### src/rtl/lcd_bus_responder.sv
// Display-side model of an HD44780-compatible character LCD: decodes the
// rs/rw/enable/data bus and keeps DDRAM, CGRAM, the address counter and mode flags.
module lcd_bus_responder #(
  parameter int unsigned EXEC_CYCLES  = 4,
  parameter int unsigned CLEAR_CYCLES = 100
) (
  input  logic       clk,
  input  logic       reset,
  input  logic       rs,
  input  logic       rw,
  input  logic       enable,
  input  logic [7:0] data,
  output logic [7:0] data_out,
  output logic       data_oe,
  input  logic [6:0] disp_addr,
  output logic [7:0] disp_char,
  input  logic [5:0] cg_addr,
  output logic [4:0] cg_row,
  output logic [6:0] ac,
  output logic       ac_is_cgram,
  output logic       display_on,
  output logic       cursor_on,
  output logic       blink_on,
  output logic       inc_mode,
  output logic       two_line,
  output logic       busy,
  output logic       overrun,
  output logic       cmd_strobe
);

  typedef enum logic [1:0] {IDLE, EXEC, CLEAR} state_t;

  state_t      state;
  logic [10:0] sync1, sync2;
  logic        en3;
  logic [15:0] cnt;
  logic [6:0]  sweep;

  logic [7:0]  ddram [0:79];
  logic [4:0]  cgram [0:63];

  logic        s_en, s_rs, s_rw;
  logic [7:0]  s_data;
  logic        fall, wr_acc, wr_ovr, rd_step;
  logic [6:0]  ac_stepped;
  logic [7:0]  rd_byte;

  logic        dd_we, cg_we;
  logic [6:0]  dd_waddr;
  logic [7:0]  dd_wdata;
  logic [5:0]  cg_waddr;
  logic [4:0]  cg_wdata;

  function automatic logic dd_valid(input logic [6:0] a);
    return a[5:0] < 6'd40;
  endfunction

  // Two 40-cell lines packed into one 80-entry array.
  function automatic logic [6:0] dd_index(input logic [6:0] a);
    return a[6] ? 7'd40 + {1'b0, a[5:0]} : {1'b0, a[5:0]};
  endfunction

  function automatic logic [6:0] dd_step(input logic [6:0] a, input logic up, input logic two);
    logic [6:0] r;
    if (two) begin
      if (up) r = (a == 7'h27) ? 7'h40 : (a == 7'h67) ? 7'h00 : a + 7'd1;
      else    r = (a == 7'h40) ? 7'h27 : (a == 7'h00) ? 7'h67 : a - 7'd1;
    end else begin
      if (up) r = (a == 7'h4F) ? 7'h00 : a + 7'd1;
      else    r = (a == 7'h00) ? 7'h4F : a - 7'd1;
    end
    return r;
  endfunction

  assign s_en   = sync2[10];
  assign s_rs   = sync2[9];
  assign s_rw   = sync2[8];
  assign s_data = sync2[7:0];

  assign fall    = en3 & ~s_en;
  assign wr_acc  = fall & ~s_rw & (state == IDLE);
  assign wr_ovr  = fall & ~s_rw & (state != IDLE);
  assign rd_step = fall & s_rw & s_rs;

  always_comb begin
    if (ac_is_cgram)
      ac_stepped = {1'b0, inc_mode ? ac[5:0] + 6'd1 : ac[5:0] - 6'd1};
    else
      ac_stepped = dd_step(ac, inc_mode, two_line);
  end

  assign rd_byte = ac_is_cgram  ? {3'b000, cgram[ac[5:0]]} :
                   dd_valid(ac) ? ddram[dd_index(ac)] : 8'h20;

  // The clear sweep and data writes never overlap: writes are only accepted in IDLE.
  always_comb begin
    dd_we    = 1'b0;
    dd_waddr = '0;
    dd_wdata = '0;
    cg_we    = 1'b0;
    cg_waddr = '0;
    cg_wdata = '0;
    if (state == CLEAR && sweep < 7'd80) begin
      dd_we    = 1'b1;
      dd_waddr = sweep;
      dd_wdata = 8'h20;
    end else if (wr_acc && s_rs) begin
      if (ac_is_cgram) begin
        cg_we    = 1'b1;
        cg_waddr = ac[5:0];
        cg_wdata = s_data[4:0];
      end else if (dd_valid(ac)) begin
        dd_we    = 1'b1;
        dd_waddr = dd_index(ac);
        dd_wdata = s_data;
      end
    end
  end

  always_ff @(posedge clk) begin
    if (dd_we) ddram[dd_waddr] <= dd_wdata;
    if (cg_we) cgram[cg_waddr] <= cg_wdata;
  end

  always_ff @(posedge clk or posedge reset) begin
    if (reset) begin
      disp_char <= '0;
      cg_row    <= '0;
    end else begin
      disp_char <= (disp_addr[5:0] > 6'd39) ? 8'h20 : ddram[dd_index(disp_addr)];
      cg_row    <= cgram[cg_addr];
    end
  end

  always_ff @(posedge clk or posedge reset) begin
    if (reset) begin
      sync1       <= '0;
      sync2       <= '0;
      en3         <= 1'b0;
      state       <= IDLE;
      cnt         <= '0;
      sweep       <= '0;
      ac          <= '0;
      ac_is_cgram <= 1'b0;
      display_on  <= 1'b0;
      cursor_on   <= 1'b0;
      blink_on    <= 1'b0;
      inc_mode    <= 1'b1;
      two_line    <= 1'b0;
      busy        <= 1'b0;
      overrun     <= 1'b0;
      cmd_strobe  <= 1'b0;
      data_oe     <= 1'b0;
      data_out    <= '0;
    end else begin
      sync1      <= {enable, rs, rw, data};
      sync2      <= sync1;
      en3        <= s_en;
      cmd_strobe <= wr_acc;
      data_oe    <= s_en & s_rw;
      data_out   <= (s_en & s_rw) ? (s_rs ? rd_byte : {busy, ac}) : '0;
      if (wr_ovr)  overrun <= 1'b1;
      if (rd_step) ac <= ac_stepped;
      case (state)
        IDLE: if (wr_acc) begin
          busy  <= 1'b1;
          state <= EXEC;
          cnt   <= 16'(EXEC_CYCLES - 1);
          if (s_rs) ac <= ac_stepped;
          else begin
            casez (s_data)
              8'b1???_????: begin ac <= s_data[6:0]; ac_is_cgram <= 1'b0; end
              8'b01??_????: begin ac <= {1'b0, s_data[5:0]}; ac_is_cgram <= 1'b1; end
              8'b001?_????: two_line <= s_data[3];
              8'b0001_????: if (!s_data[3]) ac <= dd_step(ac, s_data[2], two_line);
              8'b0000_1???: begin
                display_on <= s_data[2];
                cursor_on  <= s_data[1];
                blink_on   <= s_data[0];
              end
              8'b0000_01??: inc_mode <= s_data[1];
              8'b0000_001?: begin ac <= '0; ac_is_cgram <= 1'b0; end
              8'b0000_0001: begin
                state       <= CLEAR;
                cnt         <= 16'(CLEAR_CYCLES - 1);
                sweep       <= '0;
                ac          <= '0;
                ac_is_cgram <= 1'b0;
                inc_mode    <= 1'b1;
              end
              default: ;
            endcase
          end
        end
        EXEC, CLEAR: begin
          if (state == CLEAR && sweep < 7'd80) sweep <= sweep + 7'd1;
          if (cnt == '0) begin
            state <= IDLE;
            busy  <= 1'b0;
          end else begin
            cnt <= cnt - 16'd1;
          end
        end
        default: state <= IDLE;
      endcase
    end
  end

endmodule
### config.mk
export PLATFORM = sky130hd
export DESIGN_NAME = lcd_bus_responder
export DESIGN_NICKNAME = d
export VERILOG_FILES = /design/src/rtl/lcd_bus_responder.sv
export SDC_FILE = /design/constraint.sdc
export NUM_CORES = 2
export LEC_CHECK = 0
export ABC_AREA = 1
export ABC_CLOCK_PERIOD_IN_PS = 7400
export CAP_MARGIN = 20
export CORE_UTILIZATION = 50
export CTS_BUF_LIST = sky130_fd_sc_hd__clkbuf_8
export DETAILED_ROUTE_END_ITERATION = 8
export HOLD_SLACK_MARGIN = 0.1
export PLACE_DENSITY = 0.66
export RECOVER_POWER = 100
export SETUP_SLACK_MARGIN = 0.5
export SYNTH_ARGS = -nofsm -noshare
export SYNTH_HDL_FRONTEND = slang
export SYNTH_SLANG_ARGS = --single-unit
export TNS_END_PERCENT = 20
### constraint.sdc
create_clock -name clk -period 7.4 [get_ports clk]
set_input_delay 1.85 -clock clk [delete_from_list [all_inputs] [get_ports clk]]
set_output_delay 1.85 -clock clk [all_outputs]
set_load 0.03 [all_outputs]
==> flow_summary.json <==
{
  "run_status": "finished, violations left",
  "violations": "capacitance limit, slew limit",
  "p_leak_nw": 21.3,
  "synth_cell_types": 50,
  "power_frac_comb_pct": 39.3,
  "yosysWarnings": 0,
  "synth_edf_count": 960,
  "finalNonFillerCells": 7366,
  "viasPerCell": 6.24,
  "synth_top_area_cell": "edfxtp_1",
  "r2r-end": "data_out[5]$_DFF_PP0_",
  "drt-initial-drc-count": 6781,
  "hold_start": "sync1[5]$_DFF_PP0_",
  "cts_buffers": 174,
  "maxCapViolCount": 10,
  "setup_viol_count_final": 0,
  "p_clk_share_pct": 25.0,
  "peakVddDrop_uv": 506,
  "rsz0062_at_grt": "false",
  "ys_ff_latch": 1046,
  "die_x_um": 327,
  "power.density_nw_per_um2": 327,
  "worstSetupPathType": "register to register",
  "critPathCaptureType": "register",
  "drc": 0,
  "synth_area_leaders": "edfxtp_1 (55%), nand2_1 (12%), o21ai_0 (6.7%)",
  "rows": 118,
  "hold_path_class": "register to register",
  "clk_path_buf_depth": 3,
  "h-tree-depth": 4,
  "postCtsSetupRepairBufs": 0,
  "final_cell_mix": "nand2_1 (1674), edfxtp_1 (960), nor2_1 (764)",
  "hold_buffers": 0,
  "hpwlAfterDp_mm": 102,
  "synth_top_family_by_area": "simple AND/OR/NAND/NOR gates",
  "yosys.area_share.simple_pct": 23.2,
  "antenna_found_initial": 2,
  "whs_endpoint": "sync2[5]$_DFF_PP0_",
  "post_cts_resized": 0,
  "dp_slack_ns": 2.48,
  "syn2layout_area_growth_pct": 8.44,
  "synthFlopType": "edfxtp_1",
  "overflow": 0,
  "sw_frac_of_total_pct": 42.9,
  "r2r_slack_ns": 1.49,
  "cpMostUsedCell": "nand2_1",
  "port_buffers": 63,
  "vias": 45900,
  "period_minus_slack_ns": 5.91,
  "fin_tns_setup_ns": 0,
  "critPathRequiredTime_ns": 8.15,
  "ant_nets": 0,
  "synth.top_cell.area_share_pct": 54.6,
  "power.switching_mw": 8.03,
  "hold_slack_ns": 0.346,
  "syn_avg_cell_area_um2": 8.89,
  "insertion_delay_ns": 0.88,
  "drive_above_1_share_pct": 5.69,
  "path_cells": "buf_4, clkinvlp_2, nor2_1, buf_12, nand2_1, nand2_1, nor2_1, nand2_1, nand3_1, nand3_1, nand3_1, nand2_1, nand2_1, a21oi_1",
  "fin_worst_skew_ns": 0.0401,
  "slowest_stage": "clkinvlp_2",
  "async_flop_share_pct": 8.22,
  "internal-power_mw": 10.7,
  "hold_viol": 0,
  "final_nets": 5886,
  "cts_tree": "yes",
  "arrival_ns": 6.65,
  "synthXorXnorAreaFrac_pct": 0.344,
  "post-route-period-util_pct": 79.8,
  "final.setup.worst_slack_ns": 1.49,
  "synth_cells": 5934,
  "io_pins": 64,
  "syn-num-nets": 5975,
  "syn_area_um2": 52800,
  "drv_slew": 574,
  "final_common_cell": "nand2_1",
  "avgRoutedWirePerCell_um": 24.1,
  "tightest_slew_ns": 3.21,
  "dieHeight_um": 327,
  "p_seq_share_pct": 35.7,
  "grt.total_usage_pct": 32.6,
  "cts.sinks": 1046,
  "gp_congestion": 0.938,
  "first_pass_iters": 8,
  "cts-root-buf": "clkbuf_8",
  "yosysSeqAreaShare_pct": 58.7,
  "grt_pass1_wl_mm": 264,
  "clk_pin_slew_worst_paths_ns": 0.06,
  "r2r-start": "ac[1]$_DFF_PP0_",
  "synth-adder-area-share_pct": 0.370,
  "placed_cells": 7047,
  "dpl_cell_area_um2": 54200,
  "grt_pass1_vias": 42600,
  "dieArea_um2": 107000,
  "crit_fanout": 80,
  "grt_max_degree": 188,
  "fin_total_pwr_mw": 18.7,
  "start_util_pct": 50.7,
  "synthMuxAreaShare_pct": 0.0569,
  "fp.coreArea_um2": 104000,
  "min_delay_path_depth": 0,
  "synth_compound_area_share_pct": 12.9,
  "crit_path_max_incr_delay_ns": 1.57,
  "fin_util_pct": 55.0,
  "startpoint_type": "register",
  "fmax_ghz": 0.169,
  "routed_wl_mm": 177,
  "r2r_cells": 14,
  "maxSlewHeadroom_pct": -114,
  "postLayoutCellArea_um2": 57200
}
==> power groups by stage <==
stage                     Clock [mW]  Sequential, mW  Combinational, mW
after CTS                       4.71            6.68               7.12
after global routing            4.96            6.69               7.85
after detailed placement           0            6.80               7.09
final                           4.68            6.68               7.36
after global placement             0            6.80               7.02
after floorplan                    0            6.77               4.41
==> kinds of logic after synthesis <==
family                   Yosys count
AO/OA/AOI/OAI                   1249
XOR/XNOR                          19
adder cells (fa/ha/maj)           15
buffers and inverters            583
flip-flops                      1046
multiplexers                       3
AND/OR/NAND/NOR                 3019
==> state kept, by name, indices dropped and copies added, names as in the netlist <==
signal and flops:
cgram 320, state 2, sync1 11, cg_row 5
ddram 640, two_line 1, display_on 1, data_out 8
overrun 1, data_oe 1, cnt 16, blink_on 1
disp_char 8, en3 1, busy 1, ac 7
cmd_strobe 1, sweep 7, ac_is_cgram 1, sync2 11
inc_mode 1, cursor_on 1
==> worst max-delay path, delay by kind of cell (launching register included) <==
kind	cells	cell delay, ns
DFF	1	0.73
buffers and inverters	3	2.60
AOI/OAI and AO/OA	1	0.26
and+or+nand+nor	10	2.07
==> cells in the mapped netlist, types with 5 or more instances <==
cell,n
dfrtp_1,85
nand2_2,10
nand3_2,11
nand4_1,58
o21bai_1,8
o211ai_1,44
edfxtp_1,960
nor3_1,22
a21oi_1,230
clkbuf_1,262
nand2_1,1666
or2_2,8
clkinv_1,7
buf_2,95
inv_2,16
o221ai_1,23
xnor2_1,6
xor2_1,11
ha_1,14
nor2_1,771
buf_1,42
inv_1,159
a31oi_1,13
nand3_1,462
o21ai_0,708
o22ai_1,199
nor2_2,5
==> final cells by class <==
class                   instances  area [um^2]
fillers                      9327        46900
flip-flops and latches       1046        31000
multi-input cells            4305        19500
clock buffers                 185         2550
well taps                    1380         1730
repair buffers                136         1200
inverters                     182          707
clock inverters               126          547
diodes                          6         15.0
==> worst max-delay path by stage <==
stage	startpoint	endpoint	slack [ns]	cells after the start
global placement	disp_addr[0]	disp_char[1]$_DFF_PP0_	2.50	13
floorplan	ac[4]$_DFF_PP0_	ddram[0][5]$_DFFE_PP_	2.07	6
global route	ac[1]$_DFF_PP0_	data_out[5]$_DFF_PP0_	1.37	14
finish	ac[1]$_DFF_PP0_	data_out[5]$_DFF_PP0_	1.49	14
detailed placement	disp_addr[0]	disp_char[1]$_DFF_PP0_	2.48	13
CTS	ac[1]$_DFF_PP0_	ddram[55][3]$_DFFE_PP_	2.81	7
==> routing by layer <==
| metal | routed length (um) | GRT usage (%) |
|---|---|---|
| met5 | 13 | 0 |
| met1 | 68500 | 45.5 |
| met2 | 77500 | 48.6 |
| met4 | 8700 | 15.5 |
| met3 | 22500 | 7.08 |
Note: power is estimated with default switching activity, not from simulation.
